==> src/rtl/buaa_seq_ctrl.sv <==
// Animation sequencer for the BUAA seven-segment stage: fills the segments one by one,
// blinks the full display BLINKS times, then leaves it fully lit.
//
// state | meaning
// IDLE  | waiting for start; ctrl[7:0] holds its last value
// FILL  | one more segment lit per prescaler tick (80, C0 ... FF)
// BLINK | ctrl[7:0] toggles 00/FF per tick, ending on FF
module buaa_seq_ctrl #(
    parameter int DIV    = 50_000_000,
    parameter int BLINKS = 3
) (
    input  logic       clk,
    input  logic       rst_n,
    input  logic       start,
    input  logic       pause,
    output logic [8:0] ctrl,
    output logic       busy,
    output logic       done
);

    localparam int PW = $clog2(DIV);
    localparam int BW = $clog2(2 * BLINKS + 1);

    localparam logic [1:0] IDLE  = 2'd0;
    localparam logic [1:0] FILL  = 2'd1;
    localparam logic [1:0] BLINK = 2'd2;

    logic [1:0]    state;
    logic [PW-1:0] pcnt;
    logic [2:0]    step;
    logic [BW-1:0] bcnt;
    logic          tick;

    assign tick = (pcnt == PW'(DIV - 1));

    always_ff @(posedge clk or negedge rst_n) begin
        if (!rst_n) begin
            state <= IDLE;
            pcnt  <= '0;
            step  <= '0;
            bcnt  <= '0;
            ctrl  <= 9'h000;
            busy  <= 1'b0;
            done  <= 1'b0;
        end else begin
            done <= 1'b0;
            case (state)
                IDLE: begin
                    if (start && !pause) begin
                        state <= FILL;
                        busy  <= 1'b1;
                        ctrl  <= 9'h100;
                        pcnt  <= '0;
                        step  <= '0;
                    end
                end
                FILL: begin
                    // Pause freezes everything, including the prescaler phase.
                    if (!pause) begin
                        if (tick) begin
                            pcnt      <= '0;
                            ctrl[7:0] <= {1'b1, ctrl[7:1]};
                            step      <= step + 3'd1;
                            if (step == 3'd7) begin
                                state <= BLINK;
                                bcnt  <= '0;
                            end
                        end else begin
                            pcnt <= pcnt + PW'(1);
                        end
                    end
                end
                BLINK: begin
                    if (!pause) begin
                        if (tick) begin
                            pcnt      <= '0;
                            ctrl[7:0] <= ~ctrl[7:0];
                            bcnt      <= bcnt + BW'(1);
                            // Last toggle lands on FF, which IDLE then keeps.
                            if (bcnt == BW'(2 * BLINKS - 1)) begin
                                state   <= IDLE;
                                busy    <= 1'b0;
                                ctrl[8] <= 1'b0;
                                done    <= 1'b1;
                            end
                        end else begin
                            pcnt <= pcnt + PW'(1);
                        end
                    end
                end
                default: begin
                    state <= IDLE;
                    busy  <= 1'b0;
                end
            endcase
        end
    end

endmodule

==> config.mk <==
export PLATFORM = sky130hd
export DESIGN_NAME = buaa_seq_ctrl
export DESIGN_NICKNAME = d
export VERILOG_FILES = /design/src/rtl/buaa_seq_ctrl.sv
export SDC_FILE = /design/constraint.sdc
export NUM_CORES = 1
export LEC_CHECK = 0
export CORE_ASPECT_RATIO = 0.5
export CORE_MARGIN = 4
export CORE_UTILIZATION = 50
export CTS_CLUSTER_SIZE = 25
export DETAILED_ROUTE_END_ITERATION = 16
export PLACE_DENSITY = 0.77
export SLEW_MARGIN = 5
export SYNTH_ARGS = -nofsm -noshare
export SYNTH_HDL_FRONTEND = slang
export SYNTH_SLANG_ARGS = --single-unit
==> constraint.sdc <==
create_clock -name clk -period 2.1 [get_ports clk]
set_clock_uncertainty 0.05 [all_clocks]
set_input_delay 0.63 -clock clk [delete_from_list [all_inputs] [get_ports clk]]
set_output_delay 0.63 -clock clk [all_outputs]
set_load 0.05 [all_outputs]
==> Implementation_results.wiki <==
{| class="wikitable"
! Metric !! Value
|-
| Syn-to-layout area delta || 22.1%
|-
| Largest net degree at the start of global routing || 25
|-
| Outcome || finished clean
|-
| Post-synth EDFFs || 0
|-
| Setup repair after global routing missed its margin || true
|-
| Port buffer count || 14
|-
| Total clock sinks || 45
|-
| Fill cell instance count of the final layout || 398
|-
| Combined buffer and inverter count along the critical path || 3
|-
| Drt drc || 0
|-
| Total routing usage reported by global routing || 19.7%
|-
| Netlist Area Pre-Place || 2590 um^2
|-
| Via count || 2,134
|-
| Wire per inst || 16.1 um
|-
| Type of origin of the critical path || primary input
|-
| Area of the die || 6460 um^2
|-
| Min Hold Slack || 234 ps
|-
| Placed cell area || 2910 um^2
|-
| Ranking of synthesized cells by area || dfrtp_1, ha_1, xor2_1
|-
| Cell count of the worst reg-to-reg path || 7
|-
| Register Area || 1130 um^2
|-
| Share of the synthesized area in the top cell type || 43.5%
|-
| Top-Level Pins || 15
|-
| Number of levels in the clock H-tree || 2
|-
| Area leader, netlist || dfrtp_1
|-
| Register-to-Register Setup Slack || 90 ps
|-
| Post-synthesis sequential area ratio || 43.5%
|-
| Starting density of the core || 52.2%
|-
| Worst-case vdd ir drop || 0.464 mV
|-
| Max_slew headroom || 64.3%
|-
| Finished Core Util || 63.7%
|-
| Final Max Slew Viols || 0
|-
| Insertion delay of the later-clocked pin in the worst-skew pair || 310 ps
|-
| Vias in the first global route || 2,026
|-
| Slowest library cell on the worst path || clkdlybuf4s50_1
|-
| Cell count after synthesis || 257
|-
| Yosys synthesis warning count || 0
|-
| Crit path max fanout || 8
|-
| Synth Area per Inst || 10.1 um^2
|-
| Number of rows created at floorplan || 18
|-
| Root buffer cell || clkbuf_8
|-
| Critical path class || in -> reg
|-
| Post-placement cell count || 355
|-
| Synth cell types || 50
|-
| Routability Congestion || 0.892
|-
| Nets@finish || 313
|-
| First-pass GRT wire length || 9890 um
|-
| Number of failing setup endpoints in the final timing report || 0
|-
| Non-Filler Instances || 370
|-
| Final global-route overflow total || 0
|-
| Async set or reset register ratio after synthesis || 100%
|-
| TritonCTS clock tree || built
|-
| Share of layout cells above drive strength 1 || 24.3%
|-
| Total negative setup slack || 0 ps
|-
| Die X || 110 um
|-
| Startpoint of the worst-slack reg-to-reg timing path || state[1]
|-
| Routed Antenna Nets || 0
|-
| Final Hold Violating Endpoints || 0
|-
| Number of max-cap violations || 0
|-
| Chip height || 58.9 um
|-
| Multi-input gate area || 1420 um^2
|-
| Power density normalized to cell area || 917 nW/um^2
|-
| Violation count after the first detailed-routing iteration || 148
|-
| Worst-path cell chain || clkdlybuf4s50_1 > buf_4 > inv_1 > o21a_1 > a31o_2 > o211ai_1 > mux2_2
|-
| Clock transition at the registers of the reported paths || 100 ps
|-
| Antenna Diode Count || 0
|-
| Fraction of the cycle the final worst path needs || 98.7%
|-
| Vias per std cell || 5.77
|-
| CP Data Arrival Time || 2230 ps
|-
| Standard cell core area || 4950 um^2
|-
| Kind of cell with the highest combined delay on the critical path || buffers and inverters
|-
| Maximum clock rate || 482 MHz
|-
| Worst reg2reg path endpoint || pcnt[24]
|-
| Total CTS buffers || 5
|-
| Minimum clock period || 2070 ps
|-
| Tightest Hold Check Type || in -> async
|-
| Number of nets in the synthesized netlist || 271
|-
| Main flop type after synthesis || dfrtp_1
|-
| Leak Pwr || 0.00146 uW
|-
| Final Routed Wirelength || 5940 um
|-
| Number of synthesized register bits || 45
|-
| Non-Filler Cell Area, Final || 3160 um^2
|-
| Slowest stage delay, CP || 470 ps
|-
| Detailed-routing iteration count for the pre-antenna-repair pass || 4
|-
| Final HPWL from detailed placement || 4090 um
|-
| Req. time, crit path || 2260 ps
|-
| Initial antenna violation count || 0
|-
| Slew at the pin closest to its max-slew limit || 532 ps
|-
| Crit. End Element || flip-flop
|-
| Maximum buffer depth of the clock tree || 2
|}
==> layout by cell type, fill, tap and decap left out, types with 3 or more instances in the layout <==
cell type | Yosys | layout
nand2_1 | 19 | 18
a21oi_1 | 6 | 4
ha_1 | 10 | 9
nand3_1 | 15 | 15
nor3_1 | 4 | 4
a21o_1 | 3 | 3
nor2_1 | 18 | 18
o2bb2ai_1 | 11 | 11
o211ai_1 | 5 | 5
xor2_1 | 12 | 12
nand2b_1 | 3 | 3
clkbuf_8 | 0 | 5
o21ai_0 | 13 | 12
a2bb2oi_1 | 9 | 9
or3_1 | 4 | 3
o21a_1 | 3 | 3
nor4_4 | 3 | 3
and2_1 | 5 | 5
buf_4 | 1 | 41
xnor2_1 | 3 | 3
nand4_1 | 8 | 8
inv_1 | 8 | 8
dfrtp_1 | 45 | 45
and3_1 | 10 | 10
==> where the power goes <==
group          leakage [uW]  internal, uW  switching, uW
clock             0.0000687           479            333
sequential         0.000598           960           96.4
combinational      0.000793           463            563
==> routing by layer <==
layer	wire length [um]	GRT usage, %
met5	0	0
met4	80	5.51
met3	237	3.61
met2	2870	33.1
met1	2750	26.4
==> synthesized netlist by cell type, types with 2 or more instances <==
cell and instances:
a21o_1 3, a21oi_1 6, a2bb2oi_1 9, a31oi_1 2, and2_1 5, and3_1 10, buf_2 5, clkbuf_1 3
dfrtp_1 45, ha_1 10, inv_1 8, mux2_2 2, mux2i_1 2, nand2_1 19, nand2b_1 3, nand3_1 15
nand3_2 2, nand4_1 8, nor2_1 18, nor3_1 4, nor4_4 3, nor4b_2 2, o211ai_1 5, o21a_1 3
o21ai_0 13, o2bb2ai_1 11, o31ai_1 2, or3_1 4, xnor2_1 3, xor2_1 12
==> repair_timing <==
action	CTS	global route
pin swaps	1	4
setup endpoints to repair	5	28
resized for setup	1	10
setup buffers	4	3
hold buffers	0	0
endpoints found under the hold margin	0	0
==> stage by stage <==
step / worst slack (ps) / total power (uW)
2_1_floorplan: 11.6 / 1670
3_3_place_gp: -374 / 1940
3_5_place_dp: -383 / 1980
6_report: 27.1 / 2890
4_1_cts: 26.6 / 2840
5_1_grt: -7.72 / 3050
==> how the worst max path moves through the flow <==
stage	cells after the start	endpoint	from	slack, ps
after detailed placement	5	pcnt[11]	start	-380
after floorplan	8	pcnt[25]	state[1]	10
final	7	state[0]	pause	30
after CTS	6	pcnt[25]	pause	30
after global placement	6	pcnt[25]	start	-370
after global routing	7	state[0]	pause	-8
==> sequential cells by signal, indices dropped and copies added, names as in the netlist <==
register	flops
state	2
step	3
bcnt	3
ctrl	9
pcnt	26
busy	1
done	1
==> cell type report <==
class | count | share of cell area (%)
multi-input cells | 194 | 45.0
well taps | 70 | 2.77
flip-flops and latches | 45 | 35.7
clock inverters | 3 | 2.18
repair buffers | 45 | 11.3
inverters | 8 | 0.951
clock buffers | 5 | 2.18
==> logic make-up after synthesis <==
logic type | synth area share, %
multiplexers | 2.18
buffers and inverters | 3.05
flip-flops | 43.5
adder cells (fa/ha/maj) | 4.84
AND/OR/NAND/NOR | 24.4
XOR/XNOR | 5.08
AO/OA/AOI/OAI | 17.0
Note: power is estimated with default switching activity, not from simulation.
==> edit (same settings) <==
Make the reset (`rst_n`) synchronous in one clocked block.
--- a/src/rtl/buaa_seq_ctrl.sv
+++ b/src/rtl/buaa_seq_ctrl.sv
@@ -33,7 +33,7 @@
 
     assign tick = (pcnt == PW'(DIV - 1));
 
-    always_ff @(posedge clk or negedge rst_n) begin
+    always_ff @(posedge clk) begin
         if (!rst_n) begin
             state <= IDLE;
             pcnt  <= '0;
Behaviour: differs if rst_n is asserted again (counterexample within 4 cycles, from zero or initial values and one cycle with rst_n low); with rst_n held inactive, the same outputs for 10 cycles.
==> edit against the original RTL <==
- hold slack improved by 190 ps
- count of clock-buffer cells in the layout rose by 2
- global-route usage rose by 0.10 points
- non-clock buffer count rose by 1
- sequential cell count did not move
- sequential power fell by 9%
- synthesized cell count rose by 12%
- total power fell by 0.94%
- setup slack improved by 130 ps
- wire length fell by 6.3%
- final area fell by 6.1%
- register-to-register slack improved by 70 ps
- synthesized area fell by 4.8%
- critical path type is now reg -> reg
- largest cell class unchanged
- largest power group is now combinational logic
==> edit: results (changes against the original RTL) <==
Power
  – Sw frac: 39.9% (+5.6 points)
  – Seq pwr share: 33.7% (-2.8 points)
  – Static Leakage: 1.19 nW (-19%)
  – Net Sw Power: 0.00114 W (+15%)
  – Maximum vdd drop: 0.657 mV (+42%)

Routing
  – DR vias/cell: 5.71 (-1.0%)
  – Routed wl met3: 400 um (+69%)
  – Met1 Wirelength: 2500 um (-9.1%)
  – Routed len/inst: 14.2 um (-12%)
  – Metal2 WL: 2580 um (-10%)

Placed design
  – Area post-placement: 2870 um2 (-1.6%)
  – DP Worst Slack: -323 ps (+60.0 ps)
  – DP Wirelength: 4040 um (-1.3%)
  – RePlAce Congestion: 0.894 (+0.26%)

Timing
  – Worst-Margin Slew: 354 ps (-178 ps)
  – Worst hold margin: 422 ps (+188 ps)
  – Clock period minus worst slack: 1940 ps (-129 ps)

Hold path
  – Hold Path Class: reg -> reg

Finish
  – Core Util, Final: 64.8% (+1.1 points)
  – Multi-input combinational area share: 50.2% (+5.2 points)
  – Seq cells: 45 (unchanged)
  – #MultiIn Comb: 219 (+13%)
  – Clock buffers: 7 (+2)
  – Layout Cells excl Fill: 393 (+6.2%)
  – Fillers: 373 (-6.3%)
  – Non-clk buf share: 12.4% (+1.1 points)

Yosys
  – Xor/xnor cell area share of the yosys netlist: 6.75% (+1.7 points)
  – Post-synthesis cell area: 2460 um2 (-4.8%)
  – Most frequently used flop master after synthesis: dfxtp_1
  – Ys async rst share: 0% (-100 points)
  – Netlist cell types: 47 (-6.0%)
  – Mux share of post-synthesis cell area: 5.43% (+3.3 points)
  – Synth cell count leaders: 45 x dfxtp_1, 32 x nand2_1, 28 x nor2_1
  – Top cells by area, synth: dfxtp_1 37%, mux2i_1 4.9%, nand2_1 4.9%
  – Post-synthesis compound-gate area fraction: 13.0% (-4.0 points)
  – Adder-cell share of the synthesized area: 4.57% (-0.26 points)
  – Register area share after synthesis: 36.6% (-7.0 points)

Global route
  – Vias in the first global route: 2,202 (+8.7%)
  – First-pass GRT wire length: 10,100 um (+1.7%)
  – Met1 Use GR: 25.4% (-0.98 points)
  – Met2 Use GR: 32.5% (-0.60 points)
  – Met3 Usage GRT: 5.01% (+1.4 points)
  – Largest net degree at the start of global routing: 29 (+16%)

Clock network
  – Post-CTS Setup Bufs: 0 (-4)
  – Clk pin slew, worst setup/hold paths: 80 ps (-20 ps)

Setup path
  – Reg2reg end: bcnt[2]
  – Flop-to-flop setup slack: 160 ps (+70 ps)
  – WP data arrival: 2090 ps (-140 ps)
  – Critical path peak fanout: 4 (-4)
  – RR Startpoint: pcnt[1]

Outcome
  – Outcome: complete, no violations
==> edit: cell types whose count changed in the layout (fill, tap and decap cells not counted), moves of 5 or more <==
cell	before	now
a21oi_1	4	11
a2bb2oi_1	9	0
dfrtp_1	45	0
dfxtp_1	0	43
mux2i_1	2	12
nand2_1	18	32
nand3_1	15	20
nor2_1	18	28
o2bb2ai_1	11	0
==> edit: worst max-delay path by stage <==
stage               endpoint  startpoint  cells past startpoint
global route         bcnt[2]     pcnt[1]                      7
detailed placement  pcnt[15]       pause                      8
global placement    pcnt[15]       pause                      8
CTS                 pcnt[14]       start                      8
floorplan           pcnt[22]       pause                      5
finish               bcnt[2]     pcnt[1]                      7
==> edit: critical path, stage by stage, from the launching register on <==
cell and delay [ps]:
dfxtp_1 380, ha_1 180, and2_1 170, buf_4 130, and4_1 290, and3_1 250
nor2_1 100, o221a_2 280
